--- src/rtl/shift_arbiter_pkg.sv ---
// Shared types and the round-robin pick helper for shift_arbiter.
package shift_arbiter_pkg;

    // Result-register occupancy
    typedef enum logic {
        EMPTY = 1'b0,
        FULL  = 1'b1
    } state_t;

    // Upper bound on requester count handled by rr_pick
    localparam int MAX_R = 32;

    typedef struct packed {
        logic       found;
        logic [7:0] idx;
    } pick_t;

    // First asserted valid bit scanning ptr, ptr+1, ... wrapping at nreq.
    // Loop bound is constant; the scan is iterated high-to-low so the
    // lowest offset from ptr is the one that sticks.
    function automatic pick_t rr_pick(input logic [MAX_R-1:0] valid,
                                      input int ptr, input int nreq);
        pick_t p;
        int    j;
        p = '0;
        for (int k = MAX_R - 1; k >= 0; k--) begin
            if (k < nreq) begin
                j = ptr + k;
                if (j >= nreq) j = j - nreq;
                if (valid[j]) begin
                    p.found = 1'b1;
                    p.idx   = 8'(j);
                end
            end
        end
        return p;
    endfunction

endpackage

--- src/rtl/shift_arbiter_mul.sv ---
// Truncating multiply by 2**exp, i.e. a plain left shift kept to N bits.
module multiply_by_power_of_two
    import shift_arbiter_pkg::*;
#(
    parameter  int N  = 8,
    localparam int EW = $clog2(N)
) (
    input  logic [N-1:0]  data_i,
    input  logic [EW-1:0] exp_i,
    output logic [N-1:0]  product_o
);

    assign product_o = data_i << exp_i;

endmodule

--- src/rtl/shift_arbiter.sv ---
// Round-robin arbiter in front of one shared power-of-two multiplier.
// One-entry registered result with id and overflow tag.
module shift_arbiter
    import shift_arbiter_pkg::*;
#(
    parameter  int N  = 8,
    parameter  int R  = 4,
    localparam int EW = $clog2(N),
    localparam int IW = $clog2(R)
) (
    input  logic                 clk,
    input  logic                 rst,
    input  logic [R-1:0]         req_valid,
    output logic [R-1:0]         req_ready,
    input  logic [R-1:0][N-1:0]  req_data,
    input  logic [R-1:0][EW-1:0] req_exp,
    output logic                 out_valid,
    input  logic                 out_ready,
    output logic [N-1:0]         out_data,
    output logic [IW-1:0]        out_id,
    output logic                 out_ovf
);

    state_t        state_q;
    logic [IW-1:0] ptr_q, ptr_d;
    logic [N-1:0]  data_q;
    logic [IW-1:0] id_q;
    logic          ovf_q;

    pick_t         pick;
    logic [IW-1:0] grant;
    logic          can_accept;
    logic          accept;
    logic [N-1:0]  sel_data;
    logic [EW-1:0] sel_exp;
    logic [EW-1:0] back_sh;
    logic [N-1:0]  lost;
    logic [N-1:0]  prod;
    logic          ovf_d;

    // Grant selection, ready generation and operand mux
    always_comb begin
        pick       = rr_pick(MAX_R'(req_valid), int'(ptr_q), R);
        grant      = '0;
        for (int i = 0; i < R; i++) begin
            if (pick.idx == 8'(i)) grant = IW'(i);
        end
        can_accept = (state_q == EMPTY) || out_ready;
        accept     = !rst && pick.found && can_accept;
        req_ready  = '0;
        if (accept) req_ready[grant] = 1'b1;
        sel_data   = req_data[grant];
        sel_exp    = req_exp[grant];
        ptr_d      = (grant == IW'(R - 1)) ? '0 : grant + IW'(1);
    end

    // Bits pushed past the top are data >> (N - exp); N - exp in EW bits
    // is just 0 - exp since N == 2**EW. exp == 0 would shift by N, so it
    // is excluded explicitly.
    always_comb begin
        back_sh = EW'(0) - sel_exp;
        lost    = (sel_exp == '0) ? '0 : (sel_data >> back_sh);
        ovf_d   = |lost;
    end

    multiply_by_power_of_two #(.N(N)) u_mul (
        .data_i    (sel_data),
        .exp_i     (sel_exp),
        .product_o (prod)
    );

    // EMPTY/FULL FSM, round-robin pointer and result register
    always_ff @(posedge clk) begin
        if (rst) begin
            state_q <= EMPTY;
            ptr_q   <= '0;
            data_q  <= '0;
            id_q    <= '0;
            ovf_q   <= 1'b0;
        end else if (accept) begin
            state_q <= FULL;
            ptr_q   <= ptr_d;
            data_q  <= prod;
            id_q    <= grant;
            ovf_q   <= ovf_d;
        end else if (out_ready) begin
            state_q <= EMPTY;
        end
    end

    assign out_valid = (state_q == FULL);
    assign out_data  = data_q;
    assign out_id    = id_q;
    assign out_ovf   = ovf_q;

endmodule
--- config.mk ---
export PLATFORM = sky130hd
export DESIGN_NAME = shift_arbiter
export DESIGN_NICKNAME = d
export VERILOG_FILES = /design/src/rtl/shift_arbiter_pkg.sv /design/src/rtl/shift_arbiter_mul.sv /design/src/rtl/shift_arbiter.sv
export SDC_FILE = /design/constraint.sdc
export NUM_CORES = 1
export LEC_CHECK = 0
export BUFFER_PORTS_ARGS = -buffer_cell sky130_fd_sc_hd__clkbuf_2
export CORE_UTILIZATION = 54
export DETAILED_ROUTE_END_ITERATION = 16
export GPL_TIMING_DRIVEN = 0
export PLACE_DENSITY = 0.87
export SKIP_LAST_GASP = 1
export SLEW_MARGIN = 10
export SYNTH_ARGS = -nofsm -noshare
export SYNTH_HDL_FRONTEND = slang
export SYNTH_SLANG_ARGS = --single-unit
export TNS_END_PERCENT = 50
--- constraint.sdc ---
create_clock -name clk -period 8.73 [get_ports clk]
set_clock_uncertainty 0.1 [all_clocks]
set_input_delay 0.4365 -clock clk [delete_from_list [all_inputs] [get_ports clk]]
set_output_delay 0.4365 -clock clk [all_outputs]
set_load 0.01 [all_outputs]
==> results.md, run 1 <==
* Status: complete, no violations
* Post-route ant nets at 0
* Post-synth ARST share at 0%
* Pre-antenna DRT Iters at 4
* Port Buffers at 66
* GRT overflow at 0
* Pwr/cell area at between 300 and 400 mW/mm²
* Initial antenna violation count at 0
* RSZ-0062 raised after global routing: false
* Seq/Total Area, Yosys at 15.7%
* Ant. Diodes at 0
* CP Launch Type: register
* Clk sinks at 14
* Yosys cell types at 54
* Final hold violations at 0
* Post-CTS Repair Setup Buffers at 0
* Vias at 1,967
* Later-pin clock latency in the skew report at 280 ps
* Hold path cells at 2
* TritonCTS clock tree: built
* FILL cells at 298
* Final-stage net count at approximately 360
* Cts bufs inserted at 3
* Longest Clk Path Bufs at 2
* IO Count at 67
* Slew Viols, Final at 0
* Max transition margin at 51.1%
* Wirelength, routed at 4.33 mm
* Die Wd at 59.5 µm
* Worst reg-to-reg path cell count at 17
* Slew @ Worst Pin at 716 ps
* #FFs+latches synth at 14
* Min-Delay Path Class: primary input to register
* Mapped Area at 0.00178 mm²
* # H-tree levels at 1
* Die area at 0.00354 mm²
* Vias in the first global route at about 1.8k
* Yosys Warn Count at 0
* CTS root buffer: clkbuf_4
* Routability cong. at 0.852
* Worst EP arrival at 4790 ps
* CP endpoint kind: register
* Syn Nets at 290
* Final Setup Violations at 0
* Max Fclk at between 0.2 and 0.25 GHz
* Clk pin slew, worst setup/hold paths at ~80 ps
* Via/cell ratio at 5.73
* Chip Height at between 50 and 60 µm
* Post-Layout Cell Count at 343
* First-pass GRT wire length at 7.31 mm
* Resized cells post-CTS at 0
* Overall routing resource usage at 26.1%
* Routed len/inst at 12.6 µm
* Setup TNS at 0 ps
* CTS Hold Buffers Added at 0
* Leak at between 1 and 1.5 nW
* Layout cells sized above 1 at 34.1%
* Part of the cycle the worst path needs at a little over half
* DR iter-0 viols at 71
* Synthesis-to-layout area growth at 23.6%
* Post-synth EDFFs at 0
* Detailed placement HPWL at 3.58 mm
* Avg Cell Area, Syn at 7.79 µm²
* Max-cap check violation count at 0
* Core Box Area at 0.00310 mm²
* Final critical-path required period at 4740 ps
* Placed insts at 339
* Commonest register cell after synthesis: dfxtp_1
* # DRC at 0
* Crit Path Class: register to register
* Synth Instances at 229
* Initial Util at a little under three fifths
* Worst VDD drop at ~0.20 mV
* Most frequent cells in the layout: clkbuf_2 (67), nand2_1 (27), nor2_1 (18), mux2i_1 (18), dfxtp_1 (14)
* CP Max Fanout at 10
* Commonest non-fill, non-tap cell in the layout: clkbuf_2
* Rows at 20
* CP required at 8780 ps
* Largest net degree at the start of global routing at 12
kinds of logic (layout without fill, tap and decap cells):
group | after synthesis | in the layout | synth area share [%]
AOI/OAI and AO/OA | 62 | 62 | 26.9
DFF | 14 | 14 | 15.7
buffers and inverters | 27 | 97 | 8.28
muxes | 29 | 29 | 17.5
adders and majority gates | 10 | 10 | 7.02
and+or+nand+nor | 87 | 87 | 24.6
Yosys cell counts (all sizes together) (7+ instances only):
library cell / number / share of area (%)
a21oi: 14 / 4.1
and3: 10 / 3.5
buf: 11 / 4.8
clkbuf: 8 / 1.8
dfxtp: 14 / 16
ha: 10 / 7.0
inv: 8 / 1.7
mux2: 11 / 7.4
mux2i: 18 / 10
nand2: 27 / 5.7
nand3: 7 / 2.0
nor2: 18 / 3.8
cell type report:
class	instances	area, µm²	share of cell area [%]
Multi-Input combinational cell	188	1360	61.5
Timing Repair Buffer	66	330	15.0
Sequential cell	14	280	12.7
Buffer	19	118	5.33
Tap cell	44	55.1	2.50
Clock buffer	4	36.3	1.65
Inverter	8	30.0	1.36
stage by stage:
step	power [mW]	utilization, %	hold WS [ps]	cell area [µm²]	worst slack (ps)
2_1_floorplan	0.625	-	376	1780	4560
3_3_place_gp	0.746	69.9	342	2170	4090
4_1_cts	0.806	71.0	345	2200	4020
5_1_grt	0.890	71.0	356	2200	3700
3_5_place_dp	0.758	69.9	344	2170	4060
6_report	0.811	71.0	344	2200	3990
metal layers:
layer	part of all wire (%)	wire length [µm]	track usage [%]	up-vias
met2	53	2280	49.9	48
met5	0	0	0	-
met3	3.1	133	4.37	4
met4	0.58	25	2.72	0
met1	44	1890	30.8	928
li1	-	-	-	987
sequential cells by signal, indices dropped and copies added (netlist names):
register	count
out_valid	1
out_id	2
out_ovf	1
ptr_q	2
out_data	8
power by group:
part	leakage [nW]	switching [mW]	internal, mW
sequential	0.115	0.0135	0.0838
clock	0.0210	0.0207	0.0254
combinational	0.962	0.370	0.298
total	1.10	0.404	0.407
worst max-delay path, stage by stage, from the launching register on:
cell and delay [ps]:
dfxtp_1 400, buf_6 160, buf_2 250, inv_1 150, ha_1 440, mux2_2 370, a22o_1 260, a2111oi_2 490
or3_1 190, buf_2 150, buf_6 140, buf_2 210, a21oi_1 60, nor3_1 500, mux2i_1 150, mux2_1 330
a21oi_1 160, a211oi_1 90
path summary, 6_finish.rpt:
path | start | end | slack [ps]
hold / removal | rst | ptr_q[1] | 340
hold reg to reg | out_data[0] | out_data[0] | 360
setup / recovery | ptr_q[0] | out_data[7] | 3990
setup reg to reg | ptr_q[0] | out_data[7] | 3990
(Power assumes the default switching activity.)
==> run 2: changes to the inputs <==
CORE_UTILIZATION = 50   (was 54)
PLACE_DENSITY = 0.81   (was 0.87)
clock period = 4.9 ns   (was 8.73 ns; I/O delays follow)
==> results.md, run 2 (synthesis gave the netlist of run 1 again) <==
* Max incr delay on CP at 460 ps (was 500 ps)
* Initial antenna violation count at 0 (unchanged)
* Worst setup path startpoint: ptr_q[0] (unchanged)
* Pwr/cell area at 658 mW/mm² (was 368 mW/mm²)
* IO Count at 67 (unchanged)
* # DRC at 0 (unchanged)
* CP Max Fanout at 10 (unchanged)
* Hold path cells at 2 (unchanged)
* CP required at 5000 ps (was 8780 ps)
* Final Setup Violations at 0 (unchanged)
* Die area at 0.00381 mm² (was 0.00354 mm²)
* Routability cong. at 0.931 (was 0.852)
* Post-route ant nets at 0 (unchanged)
* Status: complete, no violations (unchanged)
* Largest net degree at the start of global routing at 12 (unchanged)
* Top cell by count, worst path: buf_6 (was buf_2)
* Min-Delay Path Class: primary input to register (unchanged)
* Detailed placement HPWL at 3.51 mm (was 3.58 mm)
* GRT overflow at 0 (unchanged)
* Overall routing resource usage at 24.2% (was 26.1%)
* Commonest non-fill, non-tap cell in the layout: clkbuf_2 (unchanged)
* Core Box Area at 0.00336 mm² (was 0.00310 mm²)
* P_sw at 0.725 mW (was 0.404 mW)
* Routed len/inst at 12.7 µm (was 12.6 µm)
* Final Util at 66.0% (was 71.0%)
* Vias in the first global route at 1,705 (was 1,786)
* Critical-path cell list: buf_6 -> buf_2 -> inv_1 -> ha_1 -> mux2_2 -> a22o_1 -> a2111oi_2 -> or3_1 -> buf_2 -> buf_6 -> a21oi_1 -> a311o_1 -> buf_6 -> buf_6 -> nor2_1 -> ha_1 -> inv_1 -> o221ai_1 -> o2111a_1 -> o31ai_1 (was buf_6 -> buf_2 -> inv_1 -> ha_1 -> mux2_2 -> a22o_1 -> a2111oi_2 -> or3_1 -> buf_2 -> buf_6 -> buf_2 -> a21oi_1 -> nor3_1 -> mux2i_1 -> mux2_1 -> a21oi_1 -> a211oi_1)
* Hold_sp: rst (unchanged)
* Synthesis-to-layout area growth at 24.5% (was 23.6%)
* Reg2reg start: ptr_q[0] (unchanged)
* Most frequent cells in the layout: clkbuf_2 (67), nand2_1 (27), nor2_1 (18), mux2i_1 (18), dfxtp_1 (14) (unchanged)
* Finished Cell Area at 0.00222 mm² (was 0.00220 mm²)
* Worst VDD drop at 0.347 mV (was 0.199 mV)
* Rows at 21 (was 20)
* FILL cells at 321 (was 298)
* # H-tree levels at 1 (unchanged)
* Max-cap check violation count at 0 (unchanged)
* Chip Height at 61.7 µm (was 59.5 µm)
* Max transition margin at 52.0% (was 51.1%)
* Placed insts at 341 (was 339)
* CTS Hold Buffers Added at 0 (unchanged)
* Worst EP arrival at 4840 ps (was 4790 ps)
* Clock share of power at 5.8% (was 5.7%)
* Layout cells sized above 1 at 34.7% (was 34.1%)
* Clk pin slew, worst setup/hold paths at 80 ps (about the same)
* Post-Layout Cell Count at 346 (was 343)
* Part of the cycle the worst path needs at 96.8% (was 54.3%)
* CP Launch Type: register (unchanged)
* Initial Util at 53.0% (was 57.5%)
* CP endpoint kind: register (unchanged)
* Final-stage net count at 362 (was 361)
* First-pass GRT wire length at 7.04 mm (was 7.31 mm)
* Seq pwr share at 11.9% (was 12.0%)
* Number of flip-flops in the largest register at 8 (unchanged)
* Longest Clk Path Bufs at 2 (unchanged)
* Leak at 1.11 nW (was 1.10 nW)
* Combinational power share at 82.3% (about the same)
* Switching share of total power at 49.6% (was 49.8%)
* RSZ-0062 raised after global routing: true (was false)
* Clk sinks at 14 (unchanged)
* Final critical-path required period at 4750 ps (was 4740 ps)
* Placed Area at 0.00217 mm² (about the same)
* Pre-antenna DRT Iters at 4 (unchanged)
* Cts bufs inserted at 3 (unchanged)
* Port Buffers at 66 (unchanged)
* Slew Viols, Final at 0 (unchanged)
* CP max stage cell: a2111oi_2 (was nor3_1)
* Final hold violations at 0 (unchanged)
* Max Fclk at 0.211 GHz (about the same)
* CTS root buffer: clkbuf_4 (unchanged)
* FF+latch area at 280 µm² (unchanged)
* Worst reg-to-reg path cell count at 20 (was 17)
* Die Wd at 61.7 µm (was 59.5 µm)
* Later-pin clock latency in the skew report at 290 ps (was 280 ps)
* Via/cell ratio at 5.66 (was 5.73)
* Vias at 1,957 (was 1,967)
* Wirelength, routed at 4.39 mm (was 4.33 mm)
* Ant. Diodes at 0 (unchanged)
* Pint at 0.736 mW (was 0.407 mW)
* Footprint of the multi-input gates at 0.00136 mm² (about the same)
* DR iter-0 viols at 111 (was 71)
* Crit Path Class: register to register (unchanged)
* Slew @ Worst Pin at 701 ps (was 716 ps)
* TritonCTS clock tree: built (unchanged)
-- run 2: cell count changes in the layout (fill, tap and decap cells not counted), sizes merged --
cell,previous run,this run
buf,11,12
-- run 2: final cells by class --
type	instances	share of cell area [%]
repair buffers	67	15.2
plain buffers	19	5.30
flip-flops and latches	14	12.6
clock buffers	4	1.63
inverters	8	1.35
multi-input cells	188	61.3
well taps	46	2.59
-- run 2: path summary, 6_finish.rpt --
| kind | endpoint | slack, ps |
|---|---|---|
| setup reg to reg | out_ovf | 150 |
| setup / recovery | out_ovf | 150 |
| hold reg to reg | out_data[1] | 360 |
| hold / removal | ptr_q[1] | 140 |
-- run 2: power groups by stage --
stage	clock [mW]	combinational (mW)	sequential [mW]
global route	0.0884	1.34	0.178
detailed placement	0	1.17	0.176
finish	0.0842	1.20	0.174
global placement	0	1.16	0.175
floorplan	0	0.926	0.187
CTS	0.0850	1.18	0.174
-- run 2: per-layer routing --
layer  wire [µm]  vias up  global-route usage (%)
met5           0        -                       0
met4          10        0                    5.08
met3         198        2                    3.93
met1        1960      915                    28.4
met2        2230       52                    46.1
li1            -      988                       -
-- run 2: worst max-delay path: cells and delay by family (launching register included) --
| kind | cells | cell delay (ps) |
|---|---|---|
| muxes | 1 | 360 |
| buffers and inverters | 8 | 1220 |
| DFF | 1 | 420 |
| AOI/OAI and AO/OA | 7 | 1590 |
| adders and majority gates | 2 | 670 |
| and+or+nand+nor | 2 | 270 |
-- run 2: timing repair --
item                                    4_1_cts  5_1_grt
buffers inserted                              0        1
endpoints found under the setup margin        0        4
gates resized for setup                       0        1
-- run 2: stage by stage --
step / power, mW / hold WS (ps) / worst slack, ps / TNS [ps]
floorplan: 1.11 / 248 / 731 / 0
global placement: 1.33 / 342 / 267 / 0
detailed placement: 1.35 / 355 / 231 / 0
CTS: 1.44 / 137 / 174 / 0
global route: 1.60 / 147 / -101 / -150
finish: 1.46 / 136 / 155 / 0
